==> src/rtl/loader_pkg.sv <==
// Shared types and constants for the rx_prog_loader byte-stream program loader.
package loader_pkg;

    typedef enum logic [2:0] {
        IDLE,
        LEN,
        DATA,
        CSUM,
        DONE,
        ERR
    } ldr_state_t;

    localparam logic [7:0]  SYNC_BYTE = 8'hA5;
    localparam int unsigned WORD_W    = 32;

endpackage

==> src/rtl/loader_fifo.sv <==
// Small synchronous word FIFO with flush; push is dropped when full unless a pop
// frees a slot in the same cycle.
module loader_fifo #(
    parameter int unsigned DEPTH = 2,
    parameter int unsigned WIDTH = 32
) (
    input  logic                     clk,
    input  logic                     reset,
    input  logic                     push,
    input  logic                     pop,
    input  logic                     flush,
    input  logic [WIDTH-1:0]         din,
    output logic [WIDTH-1:0]         dout,
    output logic                     full,
    output logic                     empty,
    output logic [$clog2(DEPTH):0]   count
);

    localparam int unsigned AW = $clog2(DEPTH);

    logic [WIDTH-1:0] mem [DEPTH];
    logic [AW:0]      wp;
    logic [AW:0]      rp;
    logic             do_pop;
    logic             do_push;

    assign count   = wp - rp;
    assign full    = (count == (AW + 1)'(DEPTH));
    assign empty   = (count == '0);
    assign dout    = mem[rp[AW-1:0]];
    assign do_pop  = pop && !empty;
    assign do_push = push && (!full || do_pop);

    // Pointer update; flush discards all entries.
    always_ff @(posedge clk or negedge reset) begin
        if (!reset) begin
            wp <= '0;
            rp <= '0;
        end else if (flush) begin
            wp <= '0;
            rp <= '0;
        end else begin
            if (do_push) wp <= wp + 1'b1;
            if (do_pop)  rp <= rp + 1'b1;
        end
    end

    // Storage write.
    always_ff @(posedge clk) begin
        if (do_push && !flush) mem[wp[AW-1:0]] <= din;
    end

endmodule

==> src/rtl/rx_prog_loader.sv <==
// Byte-stream program loader: SYNC, length, little-endian data words, pushed
// through a small FIFO into the memory load port; holds the CPU in reset until
// the image is written. Optional checksum byte enabled by LOADER_CSUM_EN.
module rx_prog_loader
    import loader_pkg::*;
#(
    parameter int unsigned ADDR_W = 8,
    parameter int unsigned FIFO_D = 2,
    parameter logic [7:0]  SYNC   = SYNC_BYTE
) (
    input  logic              clk,
    input  logic              reset,
    input  logic [7:0]        rx_data,
    input  logic              rx_valid,
    output logic [ADDR_W-1:0] ld_adr,
    output logic [WORD_W-1:0] ld_data,
    output logic              ld_we,
    input  logic              ld_ready,
    output logic              cpu_reset,
    output logic              load_done,
    output logic              err,
    output logic [WORD_W-1:0] rx_check,
    output logic [WORD_W-1:0] rx_checkl,
    output logic [WORD_W-1:0] rx_checkh
);

    localparam int unsigned CNT_W = $clog2(FIFO_D) + 1;

    ldr_state_t        state;
    ldr_state_t        state_n;
    logic              armed;
    logic              rx_ok;
    logic              is_sync;
    logic              restart;
    logic [1:0]        byte_cnt;
    logic [7:0]        word_cnt;
    logic [7:0]        wlen;
    logic [23:0]       shreg;
    logic              word_done;
    logic              last_word;
    logic [WORD_W-1:0] word_asm;
    logic              push_q;
    logic [WORD_W-1:0] push_word;
    logic              pop;
    logic              flush;
    logic              overflow;
    logic              fifo_drain;
    logic [WORD_W-1:0] f_dout;
    logic              f_full;
    logic              f_empty;
    logic [CNT_W-1:0]  f_cnt;
`ifdef LOADER_CSUM_EN
    logic [7:0]        csum;
`endif

    // armed is low for the first edge after reset release, so a byte on that edge is dropped
    assign rx_ok      = rx_valid && armed;
    assign is_sync    = rx_ok && (rx_data == SYNC);
    assign restart    = ((state == IDLE) || (state == ERR)) && is_sync;
    assign word_done  = (state == DATA) && rx_ok && (byte_cnt == 2'd3);
    assign last_word  = word_done && (word_cnt == (wlen - 8'd1));
    assign word_asm   = {rx_data, shreg};
    assign pop        = ld_we && ld_ready;
    assign overflow   = push_q && f_full && !pop;
    // All words written: nothing staged and the FIFO is (or is becoming) empty.
    assign fifo_drain = !push_q && (f_empty || (pop && (f_cnt == CNT_W'(1))));
    assign flush      = (state_n == ERR);

    assign ld_we      = !f_empty;
    assign ld_data    = f_empty ? '0 : f_dout;
    assign err        = (state == ERR);
    assign cpu_reset  = !load_done;

    // State register.
    always_ff @(posedge clk or negedge reset) begin
        if (!reset) state <= IDLE;
        else        state <= state_n;
    end

    // Next-state logic; a FIFO overflow overrides any frame progress.
    always_comb begin
        state_n = state;
        case (state)
            IDLE: if (is_sync) state_n = LEN;
            LEN:  if (rx_ok) state_n = (rx_data == 8'd0) ? ERR : DATA;
`ifdef LOADER_CSUM_EN
            DATA: if (last_word) state_n = CSUM;
            CSUM: if (rx_ok) state_n = (rx_data == csum) ? DONE : ERR;
`else
            DATA: if (last_word) state_n = DONE;
            CSUM: state_n = ERR;
`endif
            DONE: state_n = DONE;
            ERR:  if (is_sync) state_n = LEN;
            default: state_n = IDLE;
        endcase
        if (overflow && (state != IDLE) && (state != ERR)) state_n = ERR;
    end

    // Byte assembly, counters, load address, debug words and completion flag.
    always_ff @(posedge clk or negedge reset) begin
        if (!reset) begin
            armed     <= 1'b0;
            byte_cnt  <= '0;
            word_cnt  <= '0;
            wlen      <= '0;
            shreg     <= '0;
            push_q    <= 1'b0;
            push_word <= '0;
            ld_adr    <= '0;
            rx_check  <= '0;
            rx_checkl <= '0;
            rx_checkh <= '0;
            load_done <= 1'b0;
        end else begin
            armed     <= 1'b1;
            // A word completed on the same edge as an error is not staged.
            push_q    <= word_done && (state_n != ERR);
            push_word <= word_asm;
            if (restart) begin
                byte_cnt <= '0;
                word_cnt <= '0;
                ld_adr   <= '0;
            end else begin
                if (pop) ld_adr <= ld_adr + 1'b1;
                if ((state == LEN) && rx_ok) wlen <= rx_data;
                if ((state == DATA) && rx_ok) begin
                    byte_cnt <= byte_cnt + 2'd1;
                    shreg    <= {rx_data, shreg[23:8]};
                    if (byte_cnt == 2'd3) begin
                        word_cnt <= word_cnt + 8'd1;
                        rx_check <= word_asm;
                        if (word_cnt[0]) rx_checkh <= word_asm;
                        else             rx_checkl <= word_asm;
                    end
                end
            end
            if ((state == DONE) && fifo_drain) load_done <= 1'b1;
        end
    end

`ifdef LOADER_CSUM_EN
    // Running XOR of data bytes, cleared on every accepted SYNC.
    always_ff @(posedge clk or negedge reset) begin
        if (!reset) begin
            csum <= '0;
        end else if (restart) begin
            csum <= '0;
        end else if ((state == DATA) && rx_ok) begin
            csum <= csum ^ rx_data;
        end
    end
`endif

    loader_fifo #(
        .DEPTH (FIFO_D),
        .WIDTH (WORD_W)
    ) u_fifo (
        .clk   (clk),
        .reset (reset),
        .push  (push_q),
        .pop   (pop),
        .flush (flush),
        .din   (push_word),
        .dout  (f_dout),
        .full  (f_full),
        .empty (f_empty),
        .count (f_cnt)
    );

endmodule

==> config.mk <==
export PLATFORM = sky130hd
export DESIGN_NAME = rx_prog_loader
export DESIGN_NICKNAME = d
export VERILOG_FILES = /design/src/rtl/loader_pkg.sv /design/src/rtl/loader_fifo.sv /design/src/rtl/rx_prog_loader.sv
export SDC_FILE = /design/constraint.sdc
export NUM_CORES = 1
export LEC_CHECK = 0
export BUFFER_PORTS_ARGS = -buffer_cell sky130_fd_sc_hd__buf_2
export CAP_MARGIN = 20
export CORE_UTILIZATION = 39
export CTS_BUF_LIST = sky130_fd_sc_hd__clkbuf_4
export CTS_CLUSTER_DIAMETER = 40
export CTS_CLUSTER_SIZE = 24
export DETAILED_ROUTE_END_ITERATION = 10
export GPL_TIMING_DRIVEN = 1
export HOLD_SLACK_MARGIN = 0.08
export PLACE_DENSITY_LB_ADDON = 0.25
export SLEW_MARGIN = 20
export SYNTH_ARGS = -nofsm -noshare
export SYNTH_HDL_FRONTEND = slang
export SYNTH_HIERARCHICAL = 1
export SYNTH_SLANG_ARGS = --single-unit
export TNS_END_PERCENT = 100
==> constraint.sdc <==
create_clock -name clk -period 6.2 [get_ports clk]
set_input_delay 1.24 -clock clk [delete_from_list [all_inputs] [get_ports clk]]
set_output_delay 1.24 -clock clk [all_outputs]
set_load 0.02 [all_outputs]
==> out/metrics.csv <==
metric,value,unit
# setup viols final,0,
DP Wirelength,14300,um
Top Ports,152,
setup_tns,0,ns
cts hold-fix bufs,0,
Reg power frac,54.6,%
async set-reset flop share out of synthesis,74.6,%
Initial DRT Pass Iterations,4,
Via Count,5811,
CTS max path bufs,3,
vias in the first global route,5948,
# DRC,0,
Post-synth EDFFs,64,
CTS sink cnt,252,
PwrDens,279,mW/mm^2
cts repair resizes,0,
Final nets,849,
share of cells above drive strength 1,43.6,%
Clock Power Share,32.9,%
CP max stage delay,0.46,ns
CTS tree,built,
core area,0.0251,mm^2
register area share after synthesis,66.6,%
cells on worst reg2reg path,10,
RSZ-0062 raised after global routing,no,
Worst-Margin Slew,0.979,ns
FMAX,0.272,GHz
crit path DAT,2.44,ns
htree depth,2,
Max Cap Viol,0,
crit share post-route,59.3,%
Area Growth Syn to Fin,15.7,%
Internal,2300,uW
Initial Util,39.6,%
WP data required,4.96,ns
Syn Inst Count,663,
worst hold-check path type,register to register,
switching pwr,917,uW
final hold violation count,0,
fin cells,1188,
outcome,completed,
largest net degree at the start of global routing,76,
postcts setup bufs,0,
"flops & latches, synth",252,
final wirelength,22100,um
Die Span Y,162,um
initial antenna violation count,1,
Clock Skew,0.0691,ns
Clock Latency Late Sink,0.67,ns
peak supply drop,142,uV
Yosys Warn Count,6,
number of placement rows,58,
"commonest non-fill, non-tap cell in the layout",dfrtp_1,
hold path depth,0,
# placed instances,1125,
fin crit period,3.68,ns
Logic pwr share,12.5,%
Sw Share,28.5,%
Vias per Instance,4.89,
Leak,0.00594,uW
die area,0.0262,mm^2
CP max-delay cell,dfrtp_1,
CP Class,register to output pin,
Post-Synthesis Mean Instance Area,15.0,um^2
Detail Route Antenna Nets,0,
Die W,162,um
Post-Route Utilization,45.9,%
fin. max-slew vios,0,
crit start category,register,
nature of the critical path endpoint,output pin,
Root Buffer,clkbuf_4,
cell area after synthesis,0.00995,mm^2
dominant synthesized flop cell,dfrtp_1,
synth unique cells,53,
"commonest cells after routing, fill and taps aside","dfrtp_1 (188), buf_2 (150), mux2_2 (146)",
post-synthesis net count,680,
clock-pin slew on the worst setup and hold paths,0.15,ns
DR WL/cell,18.6,um
CP max FO,34,
First DRT Iteration DRCs,246,
Slew HR,34.6,%
TritonCTS buffer count,35,
RD Place Congestion,0.832,
GR Overflow Total,0,
Total GRT Usage,17.6,%
PortBufs,151,
"Cell Chain, Critical Path","inv_1, ha_1, and2_1, buf_4, nor2b_1, buf_2",
first-pass GRT wire length,35000,um
WHS,0.438,ns
## flip-flops by register name, summed over array words and instances (netlist names)
| name | cells |
|---|---|
| push_word | 32 |
| u_fifo/rp | 2 |
| armed | 1 |
| rx_check | 32 |
| word_cnt | 8 |
| rx_checkl | 32 |
| wlen | 8 |
| load_done | 1 |
| state | 3 |
| u_fifo/mem | 64 |
| u_fifo/wp | 2 |
| byte_cnt | 2 |
| push_q | 1 |
| rx_checkh | 32 |
| shreg | 24 |
| ld_adr | 8 |
## Yosys cell counts (all sizes together) (3+ instances only)
master | number | area share [%]
nand2 | 41 | 1.7
a31oi | 5 | 0.31
buf | 23 | 1.8
nand3 | 3 | 0.15
nor2b | 40 | 2.5
a21oi | 7 | 0.35
nor3 | 9 | 0.62
and2 | 4 | 0.25
dfrtp | 188 | 47
nand4 | 6 | 0.38
and3 | 5 | 0.31
and4 | 3 | 0.29
mux2 | 152 | 17
edfxtp | 64 | 19
inv | 10 | 0.38
nand2b | 4 | 0.25
or4 | 4 | 0.34
xnor2 | 9 | 0.87
nor2 | 28 | 1.2
xor2 | 10 | 0.88
a21o | 3 | 0.23
ha | 5 | 0.63
o21ai | 10 | 0.50
clkbuf | 4 | 0.15
## per-stage QoR
step	worst slack (ns)	instance area [um^2]	power, uW
floorplan	0.934	9950	2060
global placement	2.43	11000	2200
detailed placement	2.38	11000	2200
CTS	2.48	11500	3270
global route	2.29	11500	3370
finish	2.52	11500	3220
## power by group through the flow
stage	clock network, uW	registers, uW	logic, uW
floorplan	0	1810	255
global placement	0	1790	411
detailed placement	0	1790	411
CTS	1100	1760	413
global route	1170	1760	445
finish	1060	1760	403
## final timing paths
check	startpoint	endpoint	slack, ns
setup / recovery	u_fifo/wp[0]	ld_data[28]	2.52
hold / removal	push_word[22]	u_fifo/mem[1][22]	0.44
setup reg to reg	u_fifo/wp[0]	u_fifo/mem[1][28]	2.65
hold reg to reg	push_word[22]	u_fifo/mem[1][22]	0.44
max in group asynchronous	reset	rx_checkh[11]	4.26
min in group asynchronous	reset	push_word[1]	0.61
## final cells by class
| cell class | instances | area, um^2 |
|---|---|---|
| Multi-Input combinational cell | 374 | 3100 |
| Tap cell | 330 | 413 |
| Fill cell | 2339 | 13600 |
| Clock inverter | 22 | 209 |
| Antenna cell | 1 | 2.50 |
| Timing Repair Buffer | 159 | 825 |
| Inverter | 10 | 37.5 |
| Sequential cell | 252 | 6630 |
| Clock buffer | 40 | 300 |
## logic make-up (layout without fill, tap and decap cells)
| kind of cell | count (synthesis) | count (layout) | share of synthesized area (%) |
|---|---|---|---|
| DFF | 252 | 252 | 66.6 |
| other | 1 | 2 | 0.0377 |
| adders and majority gates | 5 | 5 | 0.629 |
| buffers and inverters | 37 | 231 | 2.35 |
| AOI/OAI and AO/OA | 43 | 43 | 2.90 |
| muxes | 153 | 153 | 17.3 |
| xor gates and xnor gates | 19 | 19 | 1.75 |
| and+or+nand+nor | 153 | 153 | 8.46 |
## worst max-delay path: cells and delay by family, from the launching register on
kind                     cells  cell delay (ns)
AND/OR/NAND/NOR              2             0.43
buffers and inverters        3             0.56
adder cells (fa/ha/maj)      1             0.38
flip-flops                   1             0.46
## metal layers
layer / global-route usage [%] / vias up / wire (um)
met3: 4.44 / 38 / 1410
met2: 27.0 / 156 / 10200
li1: - / 2707 / -
met1: 24.3 / 2910 / 10100
met5: 0 / - / 0
met4: 5.83 / 0 / 448
(Power assumes the default switching activity.)
